<file path="src/rtl/result_tx_sequencer_if.sv">
// Handshake and bus bundle between the result TX sequencer, the result buffer
// and the UART transmitter. master = sequencer side, slave = environment side.
interface result_tx_sequencer_if #(
    parameter int DATA_W = 16,
    parameter int ADDR_W = 4
);
    logic              start;
    logic [3:0]        matrix_size;
    logic              rd_en;
    logic [ADDR_W-1:0] rd_addr;
    logic [DATA_W-1:0] rd_data;
    logic [7:0]        tx_data;
    logic              tx_start;
    logic              tx_busy;
    logic              busy;
    logic              done;
    logic [8:0]        byte_count;

    modport master (
        input  start, matrix_size, rd_data, tx_busy,
        output rd_en, rd_addr, tx_data, tx_start, busy, done, byte_count
    );

    modport slave (
        output start, matrix_size, rd_data, tx_busy,
        input  rd_en, rd_addr, tx_data, tx_start, busy, done, byte_count
    );
endinterface

</file>
<file path="src/rtl/result_tx_sequencer.sv">
// Streams the N x N result matrix to the UART TX, MSB byte first, row-major.
// Optional trailing XOR checksum byte when RESULT_TX_CHECKSUM_EN is defined.
module result_tx_sequencer #(
    parameter int DATA_W = 16,
    parameter int MAX_N  = 3,
    parameter int ADDR_W = 4
) (
    input  logic clk,
    input  logic rst,
    result_tx_sequencer_if.master seq_if
);
    typedef enum logic [3:0] {
        IDLE, FETCH, LATCH, SEND_HI, ACK_HI, DRAIN_HI,
        SEND_LO, ACK_LO, DRAIN_LO, NEXT,
`ifdef RESULT_TX_CHECKSUM_EN
        CKSUM, ACK_CK, DRAIN_CK,
`endif
        FINISH
    } state_t;

    localparam logic [3:0] MAX_N_L = 4'(MAX_N);

    state_t            state_q;
    logic [7:0]        total_q;
    logic [7:0]        idx_q;
    logic [DATA_W-1:0] elem_q;
    logic              rd_en_q;
    logic [ADDR_W-1:0] rd_addr_q;
    logic [7:0]        tx_data_q;
    logic              tx_start_q;
    logic              busy_q;
    logic              done_q;
    logic [8:0]        byte_cnt_q;
`ifdef RESULT_TX_CHECKSUM_EN
    logic [7:0]        cksum_q;
`endif

    logic [3:0] n_eff_d;
    logic [7:0] total_d;
    logic [7:0] send_byte_d;

    always_comb begin
        n_eff_d     = (seq_if.matrix_size > MAX_N_L) ? MAX_N_L : seq_if.matrix_size;
        total_d     = {4'd0, n_eff_d} * {4'd0, n_eff_d};
        send_byte_d = (state_q == SEND_HI) ? elem_q[DATA_W-1 -: 8] : elem_q[7:0];
    end

    always_ff @(posedge clk or posedge rst) begin
        if (rst) begin
            state_q    <= IDLE;
            total_q    <= '0;
            idx_q      <= '0;
            elem_q     <= '0;
            rd_en_q    <= 1'b0;
            rd_addr_q  <= '0;
            tx_data_q  <= '0;
            tx_start_q <= 1'b0;
            busy_q     <= 1'b0;
            done_q     <= 1'b0;
            byte_cnt_q <= '0;
`ifdef RESULT_TX_CHECKSUM_EN
            cksum_q    <= '0;
`endif
        end else begin
            rd_en_q    <= 1'b0;
            tx_start_q <= 1'b0;
            done_q     <= 1'b0;
            case (state_q)
                IDLE: if (seq_if.start) begin
                    total_q    <= total_d;
                    idx_q      <= '0;
                    byte_cnt_q <= '0;
                    busy_q     <= 1'b1;
`ifdef RESULT_TX_CHECKSUM_EN
                    cksum_q    <= '0;
`endif
                    if (n_eff_d == 4'd0) begin
                        state_q <= FINISH;
                    end else begin
                        rd_en_q   <= 1'b1;
                        rd_addr_q <= '0;
                        state_q   <= FETCH;
                    end
                end
                FETCH: state_q <= LATCH;
                LATCH: begin
                    elem_q  <= seq_if.rd_data;
                    state_q <= SEND_HI;
                end
                SEND_HI, SEND_LO: if (!seq_if.tx_busy) begin
                    tx_start_q <= 1'b1;
                    tx_data_q  <= send_byte_d;
`ifdef RESULT_TX_CHECKSUM_EN
                    cksum_q    <= cksum_q ^ send_byte_d;
`endif
                    state_q    <= (state_q == SEND_HI) ? ACK_HI : ACK_LO;
                end
                // The pulse cycle itself is skipped so a same-cycle busy rise is ignored.
                ACK_HI: if (!tx_start_q && seq_if.tx_busy) state_q <= DRAIN_HI;
                ACK_LO: if (!tx_start_q && seq_if.tx_busy) state_q <= DRAIN_LO;
                DRAIN_HI: if (!seq_if.tx_busy) begin
                    byte_cnt_q <= byte_cnt_q + 9'd1;
                    state_q    <= SEND_LO;
                end
                DRAIN_LO: if (!seq_if.tx_busy) begin
                    byte_cnt_q <= byte_cnt_q + 9'd1;
                    state_q    <= NEXT;
                end
                NEXT: begin
                    if (idx_q == total_q - 8'd1) begin
`ifdef RESULT_TX_CHECKSUM_EN
                        state_q <= CKSUM;
`else
                        state_q <= FINISH;
`endif
                    end else begin
                        idx_q     <= idx_q + 8'd1;
                        rd_en_q   <= 1'b1;
                        rd_addr_q <= ADDR_W'(idx_q + 8'd1);
                        state_q   <= FETCH;
                    end
                end
`ifdef RESULT_TX_CHECKSUM_EN
                CKSUM: if (!seq_if.tx_busy) begin
                    tx_start_q <= 1'b1;
                    tx_data_q  <= cksum_q;
                    state_q    <= ACK_CK;
                end
                ACK_CK: if (!tx_start_q && seq_if.tx_busy) state_q <= DRAIN_CK;
                DRAIN_CK: if (!seq_if.tx_busy) begin
                    byte_cnt_q <= byte_cnt_q + 9'd1;
                    state_q    <= FINISH;
                end
`endif
                FINISH: begin
                    done_q  <= 1'b1;
                    busy_q  <= 1'b0;
                    state_q <= IDLE;
                end
                default: state_q <= IDLE;
            endcase
        end
    end

    assign seq_if.rd_en      = rd_en_q;
    assign seq_if.rd_addr    = rd_addr_q;
    assign seq_if.tx_data    = tx_data_q;
    assign seq_if.tx_start   = tx_start_q;
    assign seq_if.busy       = busy_q;
    assign seq_if.done       = done_q;
    assign seq_if.byte_count = byte_cnt_q;
endmodule

</file>
<file path="src/flat_wrapper.sv">
// flat-port wrapper written by rule: the top's interface ports become plain ports
module result_tx_sequencer_flat 
#(
    parameter int DATA_W = 16,
    parameter int MAX_N  = 3,
    parameter int ADDR_W = 4
)
  (clk, rst, seq_if_start, seq_if_matrix_size, seq_if_rd_data, seq_if_tx_busy, seq_if_rd_en, seq_if_rd_addr, seq_if_tx_data, seq_if_tx_start, seq_if_busy, seq_if_done, seq_if_byte_count);
  result_tx_sequencer_if #(.DATA_W(DATA_W), .ADDR_W(ADDR_W)) seq_if_i ();
  input  logic clk;
  input  logic rst;
  input wire logic [$bits(seq_if_i.start)-1:0] seq_if_start;
  input wire logic [$bits(seq_if_i.matrix_size)-1:0] seq_if_matrix_size;
  input wire logic [$bits(seq_if_i.rd_data)-1:0] seq_if_rd_data;
  input wire logic [$bits(seq_if_i.tx_busy)-1:0] seq_if_tx_busy;
  output wire logic [$bits(seq_if_i.rd_en)-1:0] seq_if_rd_en;
  output wire logic [$bits(seq_if_i.rd_addr)-1:0] seq_if_rd_addr;
  output wire logic [$bits(seq_if_i.tx_data)-1:0] seq_if_tx_data;
  output wire logic [$bits(seq_if_i.tx_start)-1:0] seq_if_tx_start;
  output wire logic [$bits(seq_if_i.busy)-1:0] seq_if_busy;
  output wire logic [$bits(seq_if_i.done)-1:0] seq_if_done;
  output wire logic [$bits(seq_if_i.byte_count)-1:0] seq_if_byte_count;
  assign seq_if_i.start = seq_if_start;
  assign seq_if_i.matrix_size = seq_if_matrix_size;
  assign seq_if_i.rd_data = seq_if_rd_data;
  assign seq_if_i.tx_busy = seq_if_tx_busy;
  assign seq_if_rd_en = seq_if_i.rd_en;
  assign seq_if_rd_addr = seq_if_i.rd_addr;
  assign seq_if_tx_data = seq_if_i.tx_data;
  assign seq_if_tx_start = seq_if_i.tx_start;
  assign seq_if_busy = seq_if_i.busy;
  assign seq_if_done = seq_if_i.done;
  assign seq_if_byte_count = seq_if_i.byte_count;
  result_tx_sequencer #(.DATA_W(DATA_W), .MAX_N(MAX_N), .ADDR_W(ADDR_W)) u_core (.clk(clk), .rst(rst), .seq_if(seq_if_i));
endmodule
</file>
<file path="config.mk">
export PLATFORM = sky130hd
export DESIGN_NAME = result_tx_sequencer_flat
export DESIGN_NICKNAME = d
export VERILOG_FILES = /design/src/rtl/result_tx_sequencer_if.sv /design/src/rtl/result_tx_sequencer.sv /design/src/flat_wrapper.sv
export SDC_FILE = /design/constraint.sdc
export NUM_CORES = 1
export LEC_CHECK = 0
export BUFFER_PORTS_ARGS = -buffer_cell sky130_fd_sc_hd__clkbuf_2
export CORE_ASPECT_RATIO = 0.8
export CORE_MARGIN = 3
export CORE_UTILIZATION = 50
export DETAILED_ROUTE_END_ITERATION = 6
export GPL_ROUTABILITY_DRIVEN = 0
export GPL_TIMING_DRIVEN = 0
export PLACE_DENSITY_LB_ADDON = 0.12
export SYNTH_ARGS = -nofsm -noshare
export SYNTH_HDL_FRONTEND = slang
export SYNTH_SLANG_ARGS = --single-unit
</file>
<file path="constraint.sdc">
create_clock -name clk -period 5.4 [get_ports clk]
set_clock_uncertainty 0.05 [all_clocks]
set_input_delay 0.54 -clock clk [delete_from_list [all_inputs] [get_ports clk]]
set_output_delay 0.54 -clock clk [all_outputs]
set_load 0.005 [all_outputs]
</file>
* Word level (Yosys, flattened, before mapping) *
Cells that the tools add are included.

word-level totals
  bits in registers = 61
  bits in latches = 0
  RAM bits = 0
  bits in read-only memories = 0
  word-level logic and storage cells = 84
  memories kept = 0

operators by class
  $add $sub $neg = 3
  multipliers = 1
  divide/modulo/power cells = 0
  magnitude comparators = 1
  equal/unequal tests = 20
  shift operators = 0
  multiplexer cells = 31
  bitwise gates (word level) = 1
  reduce and logical (&&, ||, !) cells = 16

operator list
  cell                 count
  $mux 4               12
  $pmux 4 s9           1
  $mux 8               3
  $mux 9               2
  $pmux 9 s2           1
  $eq 4x3->1 const B   4
  $pmux 8 s2           1
  $ne 2x2->1 const B   7
  $eq 4x4->1 const B   3
  $add 9x1->9 const B  1
  $add 8x1->8 const B  1
  $eq 4x2->1 const B   2
  $eq 8x8->1           1
  $logic_not 4->1      2
  $mul 4x4->8          1
  $pmux 4 s2           1
  $sub 8x1->8 const B  1
  $mux 1               7
  $reduce_and 2->1     3
  $reduce_and 3->1     2
  $reduce_and 6->1     1
  $reduce_bool 2->1    3
  $eq 4x1->1 const B   1
  $gt 4x2->1 const B   1
  other kinds (8)      11

* Logic depth before layout (Yosys ltp) *
Gate-level depths: netlist of the first run.

  depth after elaboration = 6
  gate-level depth with buffers = 8
  depth with buffers taken out = 8

* Worst setup path before layout of the first run *
No wires, ideal clock.

  path type = register to register
  from = reg u_core.total_q[0]
  to = reg u_core.state_q[0]
  library setup time = 0.126 ns
  arrival time = 1.954 ns
  slack = 3.270 ns
  cell stages (with the launch flop) = 8
  path buffers = 0
  period minus slack after synthesis = 2.130 ns
  cell sequence = dfrtp_1 inv_1 ha_1 o21bai_1 a211o_2 a31o_4 a21o_2 a221o_1

on the way
  word-level cells in the longest chain between the ends = 4

ends and longest elaborated chain
  element                 line                        source
  from (decl)             result_tx_sequencer.sv:24   logic [7:0] total_q;
  from (signal assigned)  result_tx_sequencer.sv:70   total_q <= total_d;
  $sub 8x1->8             result_tx_sequencer.sv:110  if (idx_q == total_q - 8'd1) begin
  $eq 8x8->1              result_tx_sequencer.sv:110
  $mux 4                  result_tx_sequencer.sv:110
  $pmux 4 s9              result_tx_sequencer.sv:68   case (state_q)
  to (signal assigned)    result_tx_sequencer.sv:96   state_q <= (state_q == SEND_HI) ? ACK_HI : ACK_LO;
  to (decl)               result_tx_sequencer.sv:23   state_t state_q;

No other way between the ends.
A chain may end at the register's enable or synchronous reset.

* Worst setup path after layout of the first run *
  from = reg u_core.total_q[0]
  to = reg u_core.state_q[1]

The elaborated chain is that of the path after synthesis.

==> results of run 1 <==
[area by class of cell]
cell class | instances | area (um^2)
clock buffers | 13 | 179
inverters | 11 | 41.3
repair buffers | 49 | 260
plain buffers | 15 | 60.1
well taps | 81 | 101
flip-flops and latches | 60 | 1500
clock inverters | 3 | 42.5
fillers | 526 | 2240
multi-input cells | 231 | 1610
[metal layers]
layer  vias up  global-route usage [%]  wire length (um)  share of wire [%]
li1       1253                       -                 -                  -
met1      1196                    29.8              3240                 48
met2        60                    29.5              3060                 45
met3         9                    6.01               369                5.5
met4         0                    6.63                65               0.97
met5         -                       0                 0                  0
[final timing paths]
check	end	from	cells past startpoint	slack, ns
setup reg to reg	u_core.state_q[1]	u_core.total_q[0]	8	2.91
setup / recovery	u_core.state_q[1]	u_core.total_q[0]	8	2.91
min in group clk	u_core.elem_q[0]	seq_if_rd_data[0]	2	0.38
max in group asynchronous	u_core.seq_if.byte_count[5]	rst	3	4.46
hold / removal	u_core.seq_if.tx_data[7]	rst	2	0.24
hold reg to reg	u_core.seq_if.rd_addr[3]	u_core.seq_if.rd_addr[3]	1	0.43
[placed cells by master (no fill, tap or decap), drive strengths merged, types with 3 or more instances in the layout]
master / count
conb: 8
nand2: 26
or3: 3
nand3: 11
xnor2: 5
a211oi: 3
o21ai: 21
a21o: 7
a21oi: 9
nor3: 12
mux2: 16
clkbuf: 71
and3: 7
dfrtp: 60
nand4: 9
xor2: 15
inv: 11
buf: 6
nor2: 21
mux2i: 9
a31oi: 3
or2: 3
nor4: 3
ha: 6
[power breakdown]
group | internal, mW | switching (mW) | leakage, nW
registers | 0.613 | 0.126 | 0.768
clock network | 0.263 | 0.174 | 0.112
logic | 0.393 | 0.465 | 0.943
[critical path: stages (launching register included)]
cell and delay (ns):
dfrtp_1 0.46, inv_1 0.07, ha_1 0.27, o21bai_1 0.18
a211o_2 0.34, a31o_4 0.25, a211oi_1 0.37, a2bb2oi_1 0.26
o22a_1 0.18
[metrics by stage]
stage	setup slack (ns)	util [%]	instance area (um^2)	hold WS, ns
after floorplan	3.27	-	3210	0.423
after global placement	2.53	58.9	3560	0.409
after detailed placement	2.97	59.2	3580	0.418
after CTS	2.93	62.9	3800	0.261
after global routing	2.75	62.9	3800	0.284
final	2.91	62.9	3800	0.239
[state kept, by name (all words and copies together) (netlist names)]
signal / cells
u_core.seq_if.byte_count: 9
u_core.state_q: 4
u_core.seq_if.rd_addr: 4
u_core.seq_if.tx_data: 8
u_core.total_q: 7
u_core.seq_if.tx_start: 1
u_core.seq_if.busy: 1
u_core.elem_q: 16
u_core.idx_q: 8
u_core.seq_if.done: 1
u_core.seq_if.rd_en: 1
[cells by family (layout without fill, tap and decap cells)]
family	count (synthesis)	in the layout	synth area share, %
xor gates and xnor gates	21	21	6.19
buffers and inverters	26	91	3.18
DFF	60	60	47.0
and+or+nand+nor	108	108	17.9
adders and majority gates	7	7	2.98
muxes	25	25	8.47
AOI/OAI and AO/OA	62	62	14.0
other	2	8	0.235
[synthesized netlist by cell type (5+ instances only)]
cell / number / area [um^2]
nor2_1: 21 / 78.8
mux2_2: 16 / 180
a21oi_1: 8 / 40.0
ha_1: 6 / 75.1
o21ai_0: 20 / 100
nor3_1: 10 / 50.1
nand2_1: 26 / 97.6
clkbuf_1: 10 / 37.5
xnor2_1: 5 / 43.8
nand3_1: 10 / 50.1
xor2_1: 15 / 131
dfrtp_1: 60 / 1500
mux2i_1: 9 / 90.1
and3_1: 7 / 43.8
a21o_1: 6 / 45.0
inv_1: 11 / 41.3
nand4_1: 8 / 50.1
==> flow_summary.yaml, run 1 <==
synthesis:
  post_syn_area_um2: 3190
  syn_avg_cell_area_um2: 10.3
  number_of_enable_type_register_cells_in_the_synthesized_netlist: 0
  share_of_the_yosys_chip_area_belonging_to_registers_pct: 47.0
  number_of_synthesis_warnings: 0
  ys_async_sr_fraction_pct: 100
  netlist_instances: 311
  synth_ff_type: "dfrtp_1"
  netlist-cell-type-count: 61
  synth.ff_latch_count: 60
routing:
  routed_wl_mm: 6.73
  post_detailed_route_drc_marker_count: 0
  detailroute.via_count: 2518
  drt_iter0_drc: 145
  drt-vias-per-instance: 5.44
  detail_route.wl_per_cell_um: 14.5
  first_pass_iters: 4
  antenna_left: 0
setup_path:
  category_of_the_most_critical_setup_path: "register to register"
  worst-endpoint-arrival_ns: 2.71
  worst_path_fanout_max: 8
  required_time_of_the_critical_path_ns: 5.62
  setup.worst_path.start_class: "register"
  end_kind: "register"
clock_network:
  cts.root.buffer_cell: "clkbuf_8"
  cts_hold_buf: 0
  tritoncts: "built"
  cts.clk_slew.worst_paths_ns: 0.07
  cts_resized: 0
  numCtsBuffers: 9
  clock_latency_ns: 0.34
  clk_path_buf_depth: 2
  cts.sink_count: 60
  cts_htree_levels: 3
  postCtsSetupRepairBufs: 0
cells_and_area:
  nNetsFinal: 408
  share_of_layout_cells_above_drive_strength_1_pct: 25.4
  area_delta_synth_final_pct: 19.0
  diode_insertion_count_for_antenna_repair: 0
  finish.cell_count_without_fillers: 463
job:
  cap_viol_max_count: 0
global_route:
  first_global_vias: 2495
  globalRouteTotalUtil_pct: 20.6
  grt_remaining_overflow: 0
  number_of_antenna_violations_at_the_first_check_in_global_routing: 0
  grt_pass1_wl_mm: 11.9
  grt_start_max_net_pins: 33
worst_hold_path:
  worst_min_path_class: "input port to async pin"
pwr:
  totalPowerFinal_mw: 2.03
  power.static_leakage_nw: 1.82
  p_per_area_nw_per_um2: 535
  vdd_ir_drop_max_v: 0.000352
sta:
  worst_pin_slew_ns: 0.754
  hold_viol_final: 0
  time_the_final_worst_path_needs_with_i_o_delays_and_setup_ns: 2.49
  timing.slew.headroom_pct: 49.4
  fin_setup_tns_ns: 0
  maxSlewViolCount: 0
  grt_setup_unrepaired: "no"
  fmax_mhz: 401
  setup_violations: 0
  period_share_pct: 46.2
outcome:
  run_status: "complete, no violations"
placed_design:
  port_buffers: 48
  detailed_placer_s_ending_hpwl_mm: 4.93
  dp_cells: 447
die:
  area_inside_the_core_boundary_um2: 6040
  fp.dieH_um: 77.5
  initial_utilization_pct: 52.9
  std_cell_rows: 25
  ios: 49
  fp.dieW_um: 95.3
  fp.dieArea_um2: 7380
No activity file was read; power rests on OpenSTA's default activity.
==> run 2: changes to the inputs <==
- clock period: 5.4 -> 2.27 ns (I/O delays scaled with it)
==> run 2 against run 1 <==
Sequential cell count did not move. Clock-buffer cell count did not move. Setup slack got worse by 2.8 ns. Highest routed layer unchanged. Via count rose by 1.7%.
==> flow_summary.yaml, run 2 (synthesis results as in run 1) <==
clock_network:
  numCtsBuffers: 9
  clock_latency_ns: 0.34
  tritoncts: "built"
  cts_htree_levels: 3
  cts.clk_slew.worst_paths_ns: 0.07
  clk_path_buf_depth: 2
  cts.sink_count: 60
  cts.root.buffer_cell: "clkbuf_8"
setup_path:
  timing.critical_path.from: "u_core.total_q[0]"
  worst_path_fanout_max: 9
  chain_of_cells_forming_the_critical_path: "buf_4 > nor4_1 > xnor2_1 > nand4_2 > a21oi_4 > or4_1 > a21oi_1"
  r2r_setup_slack_ns: 0.09
  r2r_end: "u_core.idx_q[7]"
  timing.critical_path.slowest_cell_delay_ns: 0.52
  crit_buf_inv: 1
  required_time_of_the_critical_path_ns: 2.48
  worst_r2r_path_depth: 7
  setup.worst_path.start_class: "register"
  cp_top_family: "simple AND/OR/NAND/NOR gates"
  category_of_the_most_critical_setup_path: "register to register"
  end_kind: "register"
  crit-reg2reg-launch: "u_core.total_q[0]"
  critical-path-slowest-cell: "or4_1"
  worst-endpoint-arrival_ns: 2.40
die:
  area_inside_the_core_boundary_um2: 6040
  fp.dieW_um: 95.3
  ios: 49
  initial_utilization_pct: 52.9
  fp.dieArea_um2: 7380
  std_cell_rows: 25
  fp.dieH_um: 77.5
routing:
  detailroute.via_count: 2561
  routed_wl_mm: 6.94
  first_pass_iters: 4
  drt-vias-per-instance: 5.45
  drt_iter0_drc: 142
  post_detailed_route_drc_marker_count: 0
  antenna_left: 0
  detail_route.wl_per_cell_um: 14.8
cells_and_area:
  multi_input_comb_area_um2: 1670
  most_common_library_cell_in_the_layout_ignoring_fill_and_taps: "dfrtp_1"
  area_delta_synth_final_pct: 22.6
  largest_register_ff_count: 16
  share_of_layout_cells_above_drive_strength_1_pct: 29.3
  n_fill_cell: 515
  diode_insertion_count_for_antenna_repair: 0
  nNetsFinal: 415
  register_area_um2: 1500
  layout.cells.most_common_list: "59 x dfrtp_1, 50 x clkbuf_2, 26 x nand2_1, 20 x nor2_1, 20 x o21ai_0"
  max_flop_register: "u_core.elem_q"
global_route:
  grt_start_max_net_pins: 33
  grt_pass1_wl_mm: 12.0
  globalRouteTotalUtil_pct: 20.8
  number_of_antenna_violations_at_the_first_check_in_global_routing: 0
  first_global_vias: 2512
  grt_remaining_overflow: 0
sta:
  fmax_mhz: 458
  worst_pin_slew_ns: 0.695
  period_share_pct: 96.2
  setup_slack_ns: 0.0866
  grt_setup_unrepaired: "yes"
  timing.slew.headroom_pct: 53.6
  maxSlewViolCount: 0
  time_the_final_worst_path_needs_with_i_o_delays_and_setup_ns: 2.18
  hold_viol_final: 0
  setup_violations: 0
  fin_setup_tns_ns: 0
outcome:
  run_status: "complete, no violations"
pwr:
  p_per_area_nw_per_um2: 1290
  vdd_ir_drop_max_v: 0.000844
  power.static_leakage_nw: 1.86
placed_design:
  pre_cts_slack_ns: -0.163
  detailed_placer_s_ending_hpwl_mm: 4.93
  port_buffers: 48
job:
  cap_viol_max_count: 0
worst_hold_path:
  min-delay-start: "seq_if_rd_data[0]"
  worstHoldPathCells: 2
  worst_min_path_class: "input port to register"
  timing.hold.worst_endpoint: "u_core.elem_q[0]"
-- run 2: cell count changes in the layout (fill, tap and decap cells not counted), sizes merged --
cell | before | now
buf | 6 | 12
dlygate4sd3 | 0 | 1
-- run 2: how the worst max path moves through the flow --
| stage | to | cells after the start |
|---|---|---|
| global placement | u_core.seq_if.byte_count[4] | 2 |
| global route | u_core.seq_if.tx_data[4] | 6 |
| CTS | u_core.state_q[0] | 7 |
| detailed placement | u_core.state_q[1] | 8 |
| finish | u_core.idx_q[7] | 7 |
| floorplan | u_core.state_q[0] | 7 |
-- run 2: metal layers --
layer | global-route usage, % | up-vias | share of wire (%)
li1 | - | 1264 | -
met5 | 0 | - | 0
met3 | 5.91 | 7 | 5.2
met1 | 29.9 | 1232 | 47
met4 | 6.34 | 0 | 1.0
met2 | 30.5 | 58 | 47
-- run 2: power breakdown --
part	switching [mW]	internal, mW	leakage [nW]
combinational	1.19	1.05	0.986
clock	0.414	0.625	0.112
sequential	0.299	1.46	0.767
total	1.90	3.13	1.86
-- run 2: final cells by class --
| class | count | share of cell area, % |
|---|---|---|
| Buffer | 15 | 1.60 |
| Multi-Input combinational cell | 231 | 42.6 |
| Sequential cell | 60 | 38.4 |
| Clock inverter | 3 | 1.09 |
| Timing Repair Buffer | 56 | 8.06 |
| Tap cell | 81 | 2.59 |
| Clock buffer | 13 | 4.57 |
| Inverter | 11 | 1.05 |
-- run 2: per-stage QoR --
| step | std cells | utilization, % | cell area (um^2) | total power, mW | hold slack [ns] |
|---|---|---|---|---|---|
| 5_1_grt | 470 | 64.8 | 3910 | 5.43 | 0.0582 |
| 3_3_place_gp | 446 | 58.9 | 3560 | 3.75 | 0.409 |
| 2_1_floorplan | 317 | - | 3210 | 3.27 | 0.316 |
| 6_report | 470 | 64.8 | 3910 | 5.03 | 0.0678 |
| 4_1_cts | 464 | 63.6 | 3840 | 4.91 | 0.0514 |
| 3_5_place_dp | 447 | 59.2 | 3580 | 3.82 | 0.312 |
-- run 2: timing repair --
item,CTS,global route
gates cloned,0,0
setup endpoints to repair,12,31
endpoints found under the hold margin,31,0
hold buffers,1,0
pin swaps,0,1
gates resized for setup,7,11
buffers inserted,0,6
